<file path="config.mk">
export PLATFORM = sky130hd
export DESIGN_NAME = cfg_ro_readback
export DESIGN_NICKNAME = d
export VERILOG_FILES = /design/src/rtl/cfg_ro_readback.sv
export SDC_FILE = /design/constraint.sdc
export NUM_CORES = 1
export LEC_CHECK = 0
export CORE_AREA = 2 2 283 285
export CTS_CLUSTER_SIZE = 28
export DETAILED_ROUTE_END_ITERATION = 10
export DIE_AREA = 0 0 285 287
export DONT_BUFFER_PORTS = 1
export SLEW_MARGIN = 20
export SYNTH_ARGS = -nofsm -noshare
export SYNTH_HDL_FRONTEND = slang
export SYNTH_SLANG_ARGS = --single-unit
</file>
<file path="constraint.sdc">
create_clock -name clock -period 9.4 [get_ports clock]
set_input_delay 0.94 -clock clock [delete_from_list [all_inputs] [get_ports clock]]
set_output_delay 0.94 -clock clock [all_outputs]
set_load 0.03 [all_outputs]
</file>
<file path="src/rtl/cfg_ro_readback.sv">
// Read-only config-space readback for two functions, with per-field 64-bit shadows.
// Latency: request accepted in cycle N gives rsp_valid in cycle N+2.
// Backpressure: one transaction in flight; req_ready only in IDLE, response held until rsp_ready.
//
// Ports: clock/reset (async active-high); req_valid/req_ready/req_func/req_addr request side;
// rsp_valid/rsp_ready/rsp_data/rsp_err response side; rd_count/err_count saturating counters;
// fN_ro_* read-only field inputs for function 0 and function 1.
module cfg_ro_readback #(
    parameter int          CNT_W    = 16,
    parameter logic [31:0] ERR_DATA = 32'h0000_0000
) (
    input  logic             clock,
    input  logic             reset,
    input  logic             req_valid,
    output logic             req_ready,
    input  logic             req_func,
    input  logic [11:0]      req_addr,
    output logic             rsp_valid,
    input  logic             rsp_ready,
    output logic [31:0]      rsp_data,
    output logic             rsp_err,
    output logic [CNT_W-1:0] rd_count,
    output logic [7:0]       err_count,
    input  logic [63:0]      f0_ro_csh_mmio_bar0_size,
    input  logic [63:0]      f0_ro_csh_mmio_bar1_size,
    input  logic [63:0]      f0_ro_csh_mmio_bar2_size,
    input  logic             f0_ro_csh_mmio_bar0_prefetchable,
    input  logic             f0_ro_csh_mmio_bar1_prefetchable,
    input  logic             f0_ro_csh_mmio_bar2_prefetchable,
    input  logic [31:0]      f0_ro_csh_expansion_rom_bar,
    input  logic [15:0]      f0_ro_csh_subsystem_id,
    input  logic [15:0]      f0_ro_csh_subsystem_vendor_id,
    input  logic [63:0]      f1_ro_csh_mmio_bar0_size,
    input  logic [63:0]      f1_ro_csh_mmio_bar1_size,
    input  logic [63:0]      f1_ro_csh_mmio_bar2_size,
    input  logic             f1_ro_csh_mmio_bar0_prefetchable,
    input  logic             f1_ro_csh_mmio_bar1_prefetchable,
    input  logic             f1_ro_csh_mmio_bar2_prefetchable,
    input  logic [31:0]      f1_ro_csh_expansion_rom_bar,
    input  logic [15:0]      f1_ro_csh_subsystem_id,
    input  logic [15:0]      f1_ro_csh_subsystem_vendor_id,
    input  logic [7:0]       f0_ro_otl0_tl_major_vers_capbl,
    input  logic [7:0]       f0_ro_otl0_tl_minor_vers_capbl,
    input  logic [63:0]      f0_ro_dsn_serial_number,
    input  logic [4:0]       f1_ro_pasid_max_pasid_width,
    input  logic [7:0]       f1_ro_ofunc_reset_duration,
    input  logic             f1_ro_ofunc_afu_present,
    input  logic [4:0]       f1_ro_ofunc_max_afu_index,
    input  logic [7:0]       f1_ro_octrl00_reset_duration,
    input  logic [5:0]       f1_ro_octrl00_afu_control_index,
    input  logic [4:0]       f1_ro_octrl00_pasid_len_supported,
    input  logic             f1_ro_octrl00_metadata_supported,
    input  logic [11:0]      f1_ro_octrl00_actag_len_supported
);

    typedef enum logic [1:0] {IDLE, LOOKUP, RESP} state_t;

    state_t      state_q, state_d;
    logic        func_q;
    logic [11:0] addr_q;

    // Shadow slots: 0..2 = f0 bar0..2, 3..5 = f1 bar0..2, 6 = f0 serial number.
    logic [63:0] shadow [7];
    logic [6:0]  shadow_vld;

    logic        accept, consume;
    logic [63:0] bar_sel [3];
    logic [2:0]  pf_sel;
    logic [31:0] rom_sel;
    logic [31:0] id_sel;
    logic [31:0] lk_data;
    logic        lk_hit, lk_err, is_wide, cap_en;
    logic [2:0]  sh_idx, bar_base;
    logic [63:0] field;

    assign accept  = req_valid && req_ready;
    assign consume = rsp_valid && rsp_ready;

    // Two-process FSM: state register plus next-state/handshake decode.
    always_ff @(posedge clock or posedge reset) begin
        if (reset) state_q <= IDLE;
        else       state_q <= state_d;
    end

    always_comb begin
        state_d   = state_q;
        req_ready = 1'b0;
        rsp_valid = 1'b0;
        case (state_q)
            IDLE: begin
                req_ready = 1'b1;
                if (req_valid) state_d = LOOKUP;
            end
            LOOKUP: state_d = RESP;
            RESP: begin
                rsp_valid = 1'b1;
                if (rsp_ready) state_d = IDLE;
            end
            default: state_d = IDLE;
        endcase
    end

    // Per-function field selection from the registered function bit.
    always_comb begin
        bar_sel[0] = func_q ? f1_ro_csh_mmio_bar0_size : f0_ro_csh_mmio_bar0_size;
        bar_sel[1] = func_q ? f1_ro_csh_mmio_bar1_size : f0_ro_csh_mmio_bar1_size;
        bar_sel[2] = func_q ? f1_ro_csh_mmio_bar2_size : f0_ro_csh_mmio_bar2_size;
        pf_sel     = func_q ? {f1_ro_csh_mmio_bar2_prefetchable, f1_ro_csh_mmio_bar1_prefetchable,
                               f1_ro_csh_mmio_bar0_prefetchable}
                            : {f0_ro_csh_mmio_bar2_prefetchable, f0_ro_csh_mmio_bar1_prefetchable,
                               f0_ro_csh_mmio_bar0_prefetchable};
        rom_sel    = func_q ? f1_ro_csh_expansion_rom_bar : f0_ro_csh_expansion_rom_bar;
        id_sel     = func_q ? {f1_ro_csh_subsystem_id, f1_ro_csh_subsystem_vendor_id}
                            : {f0_ro_csh_subsystem_id, f0_ro_csh_subsystem_vendor_id};
        bar_base   = func_q ? 3'd3 : 3'd0;
    end

    // Address decode. 64-bit fields occupy a dword pair: even dword = low half (captures
    // the whole field into its shadow), odd dword = high half (served from the shadow).
    always_comb begin
        lk_data = 32'h0;
        lk_hit  = 1'b0;
        is_wide = 1'b0;
        sh_idx  = 3'd0;
        field   = 64'h0;
        case (addr_q[11:2])
            10'h000: begin lk_hit = 1'b1; lk_data = id_sel; end
            10'h001: begin lk_hit = 1'b1; lk_data = rom_sel; end
            10'h002, 10'h003: begin
                lk_hit = 1'b1; is_wide = 1'b1; sh_idx = bar_base;        field = bar_sel[0];
            end
            10'h004, 10'h005: begin
                lk_hit = 1'b1; is_wide = 1'b1; sh_idx = bar_base + 3'd1; field = bar_sel[1];
            end
            10'h006, 10'h007: begin
                lk_hit = 1'b1; is_wide = 1'b1; sh_idx = bar_base + 3'd2; field = bar_sel[2];
            end
            10'h008: begin lk_hit = 1'b1; lk_data = {29'b0, pf_sel}; end
            10'h009: if (!func_q) begin
                lk_hit  = 1'b1;
                lk_data = {16'b0, f0_ro_otl0_tl_major_vers_capbl, f0_ro_otl0_tl_minor_vers_capbl};
            end
            10'h00A, 10'h00B: if (!func_q) begin
                lk_hit = 1'b1; is_wide = 1'b1; sh_idx = 3'd6; field = f0_ro_dsn_serial_number;
            end
            10'h00C: if (func_q) begin
                lk_hit  = 1'b1;
                lk_data = {3'b0, f1_ro_ofunc_max_afu_index, 7'b0, f1_ro_ofunc_afu_present,
                           f1_ro_ofunc_reset_duration, 3'b0, f1_ro_pasid_max_pasid_width};
            end
            10'h00D: if (func_q) begin
                lk_hit  = 1'b1;
                lk_data = {7'b0, f1_ro_octrl00_metadata_supported, 3'b0,
                           f1_ro_octrl00_pasid_len_supported, 2'b0,
                           f1_ro_octrl00_afu_control_index, f1_ro_octrl00_reset_duration};
            end
            10'h00E: if (func_q) begin
                lk_hit = 1'b1; lk_data = {20'b0, f1_ro_octrl00_actag_len_supported};
            end
            default: lk_hit = 1'b0;
        endcase
        if (is_wide) begin
            if (!addr_q[2])              lk_data = field[31:0];
            else if (shadow_vld[sh_idx]) lk_data = shadow[sh_idx][63:32];
            else                         lk_data = field[63:32];
        end
    end

    assign lk_err = !lk_hit || (addr_q[1:0] != 2'b00);
    assign cap_en = (state_q == LOOKUP) && is_wide && !addr_q[2] && !lk_err;

    always_ff @(posedge clock or posedge reset) begin
        if (reset) begin
            func_q     <= 1'b0;
            addr_q     <= 12'h0;
            rsp_data   <= 32'h0;
            rsp_err    <= 1'b0;
            rd_count   <= '0;
            err_count  <= 8'h0;
            shadow_vld <= 7'h0;
            for (int i = 0; i < 7; i++) shadow[i] <= 64'h0;
        end else begin
            if (accept) begin
                func_q <= req_func;
                addr_q <= req_addr;
                if (rd_count != {CNT_W{1'b1}}) rd_count <= rd_count + 1'b1;
            end
            // Response registers load only in LOOKUP, so they stay frozen throughout RESP.
            if (state_q == LOOKUP) begin
                rsp_data <= lk_err ? ERR_DATA : lk_data;
                rsp_err  <= lk_err;
            end
            if (cap_en) begin
                shadow[sh_idx]     <= field;
                shadow_vld[sh_idx] <= 1'b1;
            end
            if (consume && rsp_err && (err_count != 8'hFF)) err_count <= err_count + 8'h1;
        end
    end

endmodule

</file>
==> results of run 1 <==
[final cells by class]
class | instances | area, um2 | share of cell area [%]
timing repair buffer | 81 | 621 | 2.96
clock buffer | 48 | 975 | 4.65
clock inverter | 11 | 149 | 0.711
multi-input combinational | 1635 | 10100 | 48.3
sequential | 303 | 7590 | 36.2
tap | 1050 | 1310 | 6.27
antenna | 49 | 123 | 0.586
inverter | 12 | 52.6 | 0.251
[layout by cell type, fill, tap and decap left out, types with 11 or more instances in the layout]
cell type | netlist | routed
a32o_1 | 15 | 15
a31o_1 | 13 | 13
a211oi_1 | 46 | 42
dfrtp_1 | 303 | 302
a21oi_1 | 85 | 85
a221oi_1 | 26 | 25
a22oi_1 | 33 | 33
a221o_1 | 17 | 17
xnor2_1 | 16 | 16
inv_1 | 12 | 11
o21ai_0 | 196 | 196
nor4_1 | 22 | 17
o22ai_1 | 39 | 39
nand3_1 | 83 | 83
nand2_1 | 455 | 455
buf_4 | 4 | 80
o2bb2ai_1 | 30 | 30
a31oi_1 | 21 | 21
mux2i_1 | 158 | 158
a2111oi_0 | 25 | 23
and2_1 | 13 | 13
mux2_2 | 30 | 30
diode_2 | 0 | 49
a32oi_1 | 32 | 32
clkbuf_16 | 0 | 35
a22o_1 | 20 | 20
nand4_1 | 16 | 16
o41ai_1 | 12 | 12
nor2_1 | 107 | 105
[state kept, by name, indices dropped and copies added, names as in the netlist]
signal,cells
shadow,224
rsp_data,32
rd_count,16
addr_q,12
err_count,8
shadow_vld,7
state_q,2
func_q,1
rsp_err,1
[kinds of logic after synthesis]
kind of cell	share of synthesized area, %
XOR/XNOR	1.05
multiplexers	10.4
adder cells (fa/ha/maj)	0.136
AND/OR/NAND/NOR	18.1
AO/OA/AOI/OAI	24.4
flip-flops	41.2
buffers and inverters	4.66
[Yosys cell counts (all sizes together), types with 17 or more instances]
| cell | count | share of area [%] |
|---|---|---|
| o2bb2ai | 30 | 1.4 |
| o22ai | 39 | 1.3 |
| a22oi | 33 | 1.3 |
| a31oi | 21 | 0.71 |
| mux2i | 158 | 8.6 |
| a221oi | 26 | 1.2 |
| nand2 | 455 | 9.3 |
| o21ai | 197 | 5.4 |
| nor4 | 25 | 0.95 |
| clkbuf | 115 | 2.3 |
| a211oi | 46 | 1.9 |
| mux2 | 30 | 1.8 |
| a21oi | 85 | 2.3 |
| nand3 | 83 | 2.3 |
| a22o | 20 | 0.95 |
| dfrtp | 303 | 41 |
| a2111oi | 25 | 1.2 |
| nor2 | 107 | 2.2 |
| a32oi | 32 | 1.5 |
| a221o | 17 | 0.92 |
| buf | 77 | 2.1 |
[layer usage]
metal / up-vias / wire, um / GRT usage [%]
met2: 1157 / 47700 / 38.7
met1: 8888 / 43800 / 32.2
met5: - / 265 / 0.814
met4: 40 / 5120 / 10.9
li1: 7800 / - / -
met3: 244 / 13700 / 11.5
[power breakdown]
part	internal, W	leakage [nW]	switching (W)	total (W)
clock	0.000809	0.541	0.000558	0.00137
sequential	0.00136	3.01	0.000182	0.00154
combinational	0.000455	5.04	0.000765	0.00122
[path summary, 6_finish.rpt]
kind	endpoint	slack [ps]	startpoint	depth (start not counted)
min in group clock	shadow_vld[2]	470	shadow_vld[2]	1
min reg2reg	shadow_vld[2]	470	shadow_vld[2]	1
max	rsp_data[0]	4350	func_q	8
min	shadow[167]	440	reset	1
max reg2reg	rsp_data[0]	4350	func_q	8
max in group asynchronous	shadow[369]	6850	reset	3
[per-stage QoR]
stage	total power (W)	setup slack [ps]	hold WS (ps)	cell area (um2)
4_1_cts	0.00411	4390	470	20800
6_report	0.00413	4350	444	20900
3_5_place_dp	0.00275	4400	451	19700
5_1_grt	0.00427	4090	481	20900
2_1_floorplan	0.00236	85.7	428	18400
3_3_place_gp	0.00273	4530	449	19700
[worst max-delay path: stages, from the launching register on]
cell	delay, ps
dfrtp_4	1010
buf_4	610
buf_4	700
buf_4	780
mux2i_1	300
nor2_1	60
nor3_1	820
a211oi_1	170
a32o_1	310
==> impl_results.md, run 1 <==
* Minimum clock period at 5050 ps
* Setup_tns at 0 ps
* Placed Cells at 3,081
* Slew @ Worst Pin at roughly 1200 ps
* Grt ovf at 0
* Worst-path clk slew at 70 ps
* Min-Delay Path Class: input pin to asynchronous set/reset pin
* Peak supply drop at 0.213 mV
* Final-report hold violation count at 0
* Largest net degree at the start of global routing at 138
* Routed WL per cell at 34.7 um
* Worst Skew at around 18 ps
* Routability congestion estimate at about 1.1
* Synth Instances at 2,142
* Net count, final at 2,735
* PortBufs at 0
* Leakage Power at around 8.6 nW
* Tot GR Track Use at about a quarter
* Synthesized area at 18,400 um2
* Initial drt markers at 2,146
* Finished Layout Cells at ~3,200
* Via/cell ratio at roughly 5.7
* Synth unique cells at 66
* CTS Buf Count at 34
* Dpl hpwl at a little under 90,000 um
* Post-layout util at a little over a quarter
* CTS tree: built
* Mapped Nets at 2,810
* Crit Path Class: flip-flop to flip-flop
* CTS Hold Bufs at 0
* Initial antenna violation count at a little under 70
* Post-synth top flop: dfrtp_1
* Fmax at around 0.20 GHz
* # Max-Cap Violations at 0
* Slew Limit Fails at 0
* Die Y-Extent at 287 um
* Fraction of registers with async set/reset at 100%
* Area grow syn2layout at 13.7%
* Vias in the first global route at roughly 17,000
* CP Launch Type: flip-flop
* Die area at 81,800 um2
* Top Ports at 725
* Initial DRT Pass Iterations at 5
* CP Capture Type: flip-flop
* Cell Pwr Density at 197 nW/um2
* Synth Register Bits at 303
* Die Width at 285 um
* Data required, critical path at 9810 ps
* EDFF count, synth at 0
* Post-CTS Setup Repair Bufs at 0
* Share of post-route cells with drive strength above 1 at ~9.7%
* Final wirelength at about 110,000 um
* Fillers at 8,614
* Setup repair after global routing missed its margin: no
* Post-CTS sizing at 0
* H-tree levels at 2
* First-pass GRT wire length at roughly 150,000 um
* Post-synthesis sequential area ratio at 41.2%
* Crit Path Max Fanout at 57
* Status: complete, no violations
* Core area at 78,600 um2
* Initial core utilization at 23.4%
* DRC violations left at 0
* Worst skew pair latency at 520 ps
* Slew HR at 17.4%
* Vias at between 15,000 and 20,000
* Root buf cell: clkbuf_16
* Setup Viol. Count Final at 0
* Final period utilization at 53.7%
* Crit path DAT at 5460 ps
* Post-Syn Area per Cell at 8.59 um2
* Yosys warnings at 0
* Remaining antenna violation count after routing at 0
* Clock sink count at ~300
* Clk buf depth at 3
* Row count at 103
(Power assumes the default switching activity.)
==> run 2: changes to the inputs <==
==> constraint.sdc (replaced) <==
create_clock -name clock -period 5.1 [get_ports clock]
set_input_delay 0.51 -clock clock [delete_from_list [all_inputs] [get_ports clock]]
set_output_delay 0.51 -clock clock [all_outputs]
set_load 0.03 [all_outputs]
==> impl_results.md, run 2 (synthesized netlist as in run 1, its figures left out) <==
* Setup Viol. Count Final at 0
* Critical Path Start: addr_q[6]
* Crit Path Max Fanout at 29
* Final period utilization at around 83%
* CTS tree: built
* Worst skew pair latency at roughly 570 ps
* Largest regs: shadow x224, rsp_data x32, rd_count x16
* Crit path DAT at 4690 ps
* Routed WL per cell at 35.9 um
* Top reg by flops: shadow
* CP Cell Sequence: or4_2 -> or3_2 -> buf_4 -> o22ai_1 -> a211o_1 -> o21ai_0 -> o41ai_1
* Slew HR at between 20 and 25%
* Initial DRT Pass Iterations at 5
* Post-CTS Setup Repair Bufs at 0
* Critical Path Max Stage Delay at 1100 ps
* Post-route cell area at approximately 21,000 um2
* Worst r2r src: addr_q[6]
* CP max-delay cell: or4_2
* Slew Limit Fails at 0
* Clock sink count at 303
* Minimum clock period at 4260 ps
* Placed cell areas at between 20,000 and 25,000 um2
* Peak supply drop at between 0.3 and 0.4 mV
* Max reg flops at 224
* Core area at about 79,000 um2
* CP Capture Type: flip-flop
* Commonest cells after routing, fill and taps aside: nand2_1, dfrtp_1, o21ai_0, mux2i_1, nor2_1
* Net count, final at 2,752
* CP Launch Type: flip-flop
* Worst-path clk slew at 60 ps
* Tot GR Track Use at about a quarter
* Dpl hpwl at a little over 90,000 um
* Largest net degree at the start of global routing at approximately 110
* Die Width at ~290 um
* Top Ports at 725
* Dpl ws at 862 ps
* Routability congestion estimate at around 1.0
* Data required, critical path at 5540 ps
* Worst path bufs/invs at 1
* Vias at around 18,000
* Die Y-Extent at ~290 um
* H-tree levels at 1
* Leakage Power at 8.70 nW
* Worst Skew at 13.2 ps
* Die area at 81,800 um2
* Finished Layout Cells at 3,177
* DRC violations left at 0
* Slew @ Worst Pin at 1160 ps
* Initial antenna violation count at 63
* First-pass GRT wire length at between 100,000 and 150,000 um
* Clk buf depth at 3
* Crit Path Class: flip-flop to flip-flop
* Initial core utilization at 23.4%
* Post-route setup slack at approximately 840 ps
* Cell Pwr Density at 356 nW/um2
* Setup repair after global routing missed its margin: no
* Status: complete, no violations
* Row count at 103
* Most common cell after layout, fill and taps aside: nand2_1
* Via/cell ratio at 5.75
* Fillers at 8,564
* Remaining antenna violation count after routing at 0
* Placed Cells at 3,098
* Fmax at 0.235 GHz
* PortBufs at 0
* Setup_tns at 0 ps
* Root buf cell: clkbuf_16
* Final wirelength at 114,000 um
* Min-Delay Path Class: input pin to flip-flop
* Initial drt markers at approximately 2,200
* Final-report hold violation count at 0
* CTS Buf Count at 31
* # Max-Cap Violations at 0
* Hold path start: rsp_ready
* Share of post-route cells with drive strength above 1 at 10.8%
* CP top delay family: simple AND/OR/NAND/NOR gates
* Area grow syn2layout at 14.8%
* Grt ovf at 0
* Vias in the first global route at 17,007
-- run 2: cell types whose count changed in the layout (fill, tap and decap cells not counted), sizes merged --
cell and delta:
buf +18, clkbuf -4, inv -3, clkinvlp +3, clkinv +2, dlygate4sd3 +1
diode -29
-- run 2: layout make-up --
class | count | area, um2 | area share, %
Antenna cell | 20 | 50.0 | 0.237
Clock buffer | 43 | 901 | 4.26
Clock inverter | 13 | 156 | 0.740
Inverter | 12 | 48.8 | 0.231
Multi-Input combinational cell | 1635 | 10200 | 48.1
Sequential cell | 303 | 7590 | 35.9
Tap cell | 1050 | 1310 | 6.21
Timing Repair Buffer | 101 | 925 | 4.37
-- run 2: path summary, 6_finish.rpt --
check	cells after the start	end	slack (ps)
min	1	state_q[1]	60
max in group asynchronous	3	shadow[369]	3360
min in group asynchronous	2	shadow[290]	620
min reg2reg	1	shadow_vld[4]	480
max reg2reg	7	rsp_data[2]	840
max	7	rsp_data[2]	840
-- run 2: power breakdown --
group	internal, W	switching, W	total, W
sequential	0.00250	0.000352	0.00285
combinational	0.000850	0.00144	0.00229
clock	0.00138	0.00100	0.00238
total	0.00473	0.00279	0.00752
-- run 2: per-stage QoR --
step	hold WS, ps	util (%)	total power [W]
final	56.4	26.9	0.00752
after global routing	47.9	26.9	0.00778
after CTS	38.1	26.8	0.00748
after detailed placement	452	25.4	0.00512
after global placement	449	25.3	0.00509
after floorplan	428	-	0.00435
-- run 2: per-layer routing --
layer  GRT usage (%)  vias up  share of wire [%]
li1                -     7803                  -
met1            32.6     8933                 39
met2            41.4     1222                 45
met3            12.3      267                 13
met4            7.33       58                2.9
met5               0        -               0.35
-- run 2: what timing repair did --
item | in CTS | in global routing
hold buffers | 1 | 0
resized for setup | 0 | 0
endpoints found under the hold margin | 24 | 0
==> run 3: changes to the inputs <==
--- a/config.mk
+++ b/config.mk
@@ -5,10 +5,11 @@
 export SDC_FILE = /design/constraint.sdc
 export NUM_CORES = 1
 export LEC_CHECK = 0
-export CORE_AREA = 2 2 283 285
+export ABC_AREA = 1
+export CORE_AREA = 2 2 284 286
 export CTS_CLUSTER_SIZE = 28
 export DETAILED_ROUTE_END_ITERATION = 10
-export DIE_AREA = 0 0 285 287
+export DIE_AREA = 0 0 286 288
 export DONT_BUFFER_PORTS = 1
 export SLEW_MARGIN = 20
 export SYNTH_ARGS = -nofsm -noshare
==> constraint.sdc (replaced) <==
create_clock -name clock -period 3.9 [get_ports clock]
set_input_delay 0.39 -clock clock [delete_from_list [all_inputs] [get_ports clock]]
set_output_delay 0.39 -clock clock [all_outputs]
set_load 0.03 [all_outputs]
==> impl_results.md, run 3 <==
* Setup_tns at 0 ps
* Synth Register Bits at 303
* Synth top area share at 36.5%
* Commonest cells after routing, fill and taps aside: nand2_1, dfrtp_1, o21ai_0, nand3_1, inv_1
* Clock Power Share at 32.9%
* CP Launch Type: flip-flop
* Slew @ Worst Pin at 901 ps
* Yosys warnings at 0
* Post-CTS sizing at 0
* # Max-Cap Violations at 0
* Remaining antenna violation count after routing at 0
* Grt ovf at 0
* Top Ports at 725
* Die Width at 286 um
* Net count, final at about 3,900
* Setup Viol. Count Final at 0
* Worst Skew at between 30 and 40 ps
* Most common cell after layout, fill and taps aside: nand2_1
* Largest cells by area after synthesis: dfrtp_1, nand2_1, o21ai_0
* Status: complete, no violations
* CP Capture Type: flip-flop
* Int Pwr at 0.00619 W
* Routability congestion estimate at 1.02
* Post-CTS Setup Repair Bufs at 0
* GR Util met2 at 46.2%
* Peak supply drop at 0.545 mV
* Synth unique cells at 43
* Clock sink count at 303
* CTS Hold Bufs at 14
* CTS tree: built
* CP max-delay cell: nand3_1
* Seq pwr share at 33.8%
* Largest regs: shadow x224, rsp_data x32, rd_count x16
* Logic gate share of total power at around 33%
* Clk buf depth at 3
* DRC violations left at 0
* Initial drt markers at around 3,300
* CP top delay family: simple AND/OR/NAND/NOR gates
* Synth area leader: dfrtp_1
* Leakage Power at 12.2 nW
* Most numerous cell in the Yosys netlist: nand2_1
* H-tree levels at 2
* Die area at roughly 82,000 um2
* Row count at 104
* Crit Path Max Fanout at 26
* Routed WL per cell at 30.3 um
* Post-synthesis sequential area ratio at 36.5%
* Final period utilization at around nine tenths
* Data required, critical path at 4360 ps
* Placed cell areas at 22,300 um2
* Fmax at 0.279 GHz
* CP Cell Sequence: nor2_2 -> inv_1 -> nor2_1 -> o21ai_0 -> nand2_2 -> buf_4 -> nand2_2 -> nor2_2 -> nand3_1 -> o21ai_0
* Total power at ~0.011 W
* Dpl hpwl at 105,000 um
* Top reg by flops: shadow
* Synth cell count leaders: nand2_1, dfrtp_1, o21ai_0
* Initial antenna violation count at 75
* Layer with the highest usage: met2
* PortBufs at 0
* Switching power at 0.00449 W
* Share of post-route cells with drive strength above 1 at roughly 7.1%
* Final-report hold violation count at 0
* Post-synth top flop: dfrtp_1
* Worst skew pair latency at between 500 and 600 ps
* Tot GR Track Use at 31.2%
* Vias at 24,042
* Grt met1 use at 38.6%
* Via/cell ratio at ~5.5
* CTS Buf Count at 36
* Mapped Nets at 3,988
* Initial DRT Pass Iterations at 6
* Fraction of registers with async set/reset at 100%
* Worst-path clk slew at about 60 ps
* Crit Path Class: flip-flop to flip-flop
* Minimum clock period at 3580 ps
* Slew HR at 39.8%
* Max reg flops at roughly 220
* Post-route cell area at 23,700 um2
* Net Sw Frac at a little over two fifths
* First-pass GRT wire length at 180,000 um
* Crit path DAT at ~4000 ps
* Largest net degree at the start of global routing at 122
* Synth Instances at roughly 3,300
* Die Y-Extent at 288 um
* Slew Limit Fails at 0
* Post-Syn Area per Cell at 6.25 um2
* Cell Pwr Density at 450 nW/um2
* Synthesized area at 20,700 um2
* Final wirelength at 133,000 um
* Vias in the first global route at roughly 22,000
* Min-Delay Path Class: input pin to flip-flop
* Critical Path Max Stage Delay at 550 ps
* Core area at 79,600 um2
* Area grow syn2layout at 14.4%
* Root buf cell: clkbuf_16
* M3 GR Usage at 13.8%
* Worst path bufs/invs at 2
* Initial core utilization at 26.1%
* Setup repair after global routing missed its margin: no
* EDFF count, synth at 0
[run 3: path summary, 6_finish.rpt]
kind / from / endpoint / slack [ps] / cells after the start
min reg2reg: shadow_vld[1] / shadow_vld[1] / 460 / 2
min in group asynchronous: reset / shadow[110] / 530 / 2
max in group asynchronous: reset / shadow[97] / 2280 / 4
max: addr_q[4] / shadow[188] / 320 / 10
min: req_func / func_q / 40 / 2
max reg2reg: addr_q[4] / shadow[188] / 320 / 10
[run 3: layout make-up]
cell class	count	area (um2)
Inverter	228	866
Multi-Input combinational cell	2578	11500
Timing Repair Buffer	118	1110
Tap cell	1060	1330
Fill cell	8988	55900
Sequential cell	303	7590
Clock buffer	49	1000
Clock inverter	13	199
Antenna cell	51	128
[run 3: kinds of logic (layout without fill, tap and decap cells)]
logic type,Yosys count,after routing,synth area share (%)
compound gates,383,383,10.1
xor+xnor,21,21,0.886
fa+ha+maj,2,2,0.121
buf+inv,439,408,8.46
flops,303,303,36.5
mux,3,3,0.151
other cells,0,51,0
simple gates,2169,2169,43.8
[run 3: per-layer routing]
| metal | up-vias | part of all wire (%) |
|---|---|---|
| met5 | - | 0.24 |
| met4 | 38 | 4.7 |
| met3 | 256 | 13 |
| met2 | 1633 | 44 |
| met1 | 11511 | 38 |
| li1 | 10604 | - |
[run 3: stage by stage]
| stage | utilization (%) | hold WS, ps | setup slack [ps] | std cells |
|---|---|---|---|---|
| floorplan | - | 423 | -519 | 3320 |
| global placement | 28.0 | 435 | 422 | 4273 |
| detailed placement | 28.0 | 442 | 395 | 4273 |
| CTS | 29.6 | 14.9 | 379 | 4349 |
| global route | 29.7 | 47.8 | 148 | 4379 |
| finish | 29.8 | 40.7 | 321 | 4400 |
[run 3: power groups by stage]
stage                     combinational, W  clock [W]  sequential [W]
after global placement             0.00343          0         0.00366
final                              0.00355    0.00352         0.00361
after detailed placement           0.00345          0         0.00366
after CTS                          0.00348    0.00353         0.00360
after floorplan                    0.00215          0         0.00356
after global routing               0.00382    0.00366         0.00363
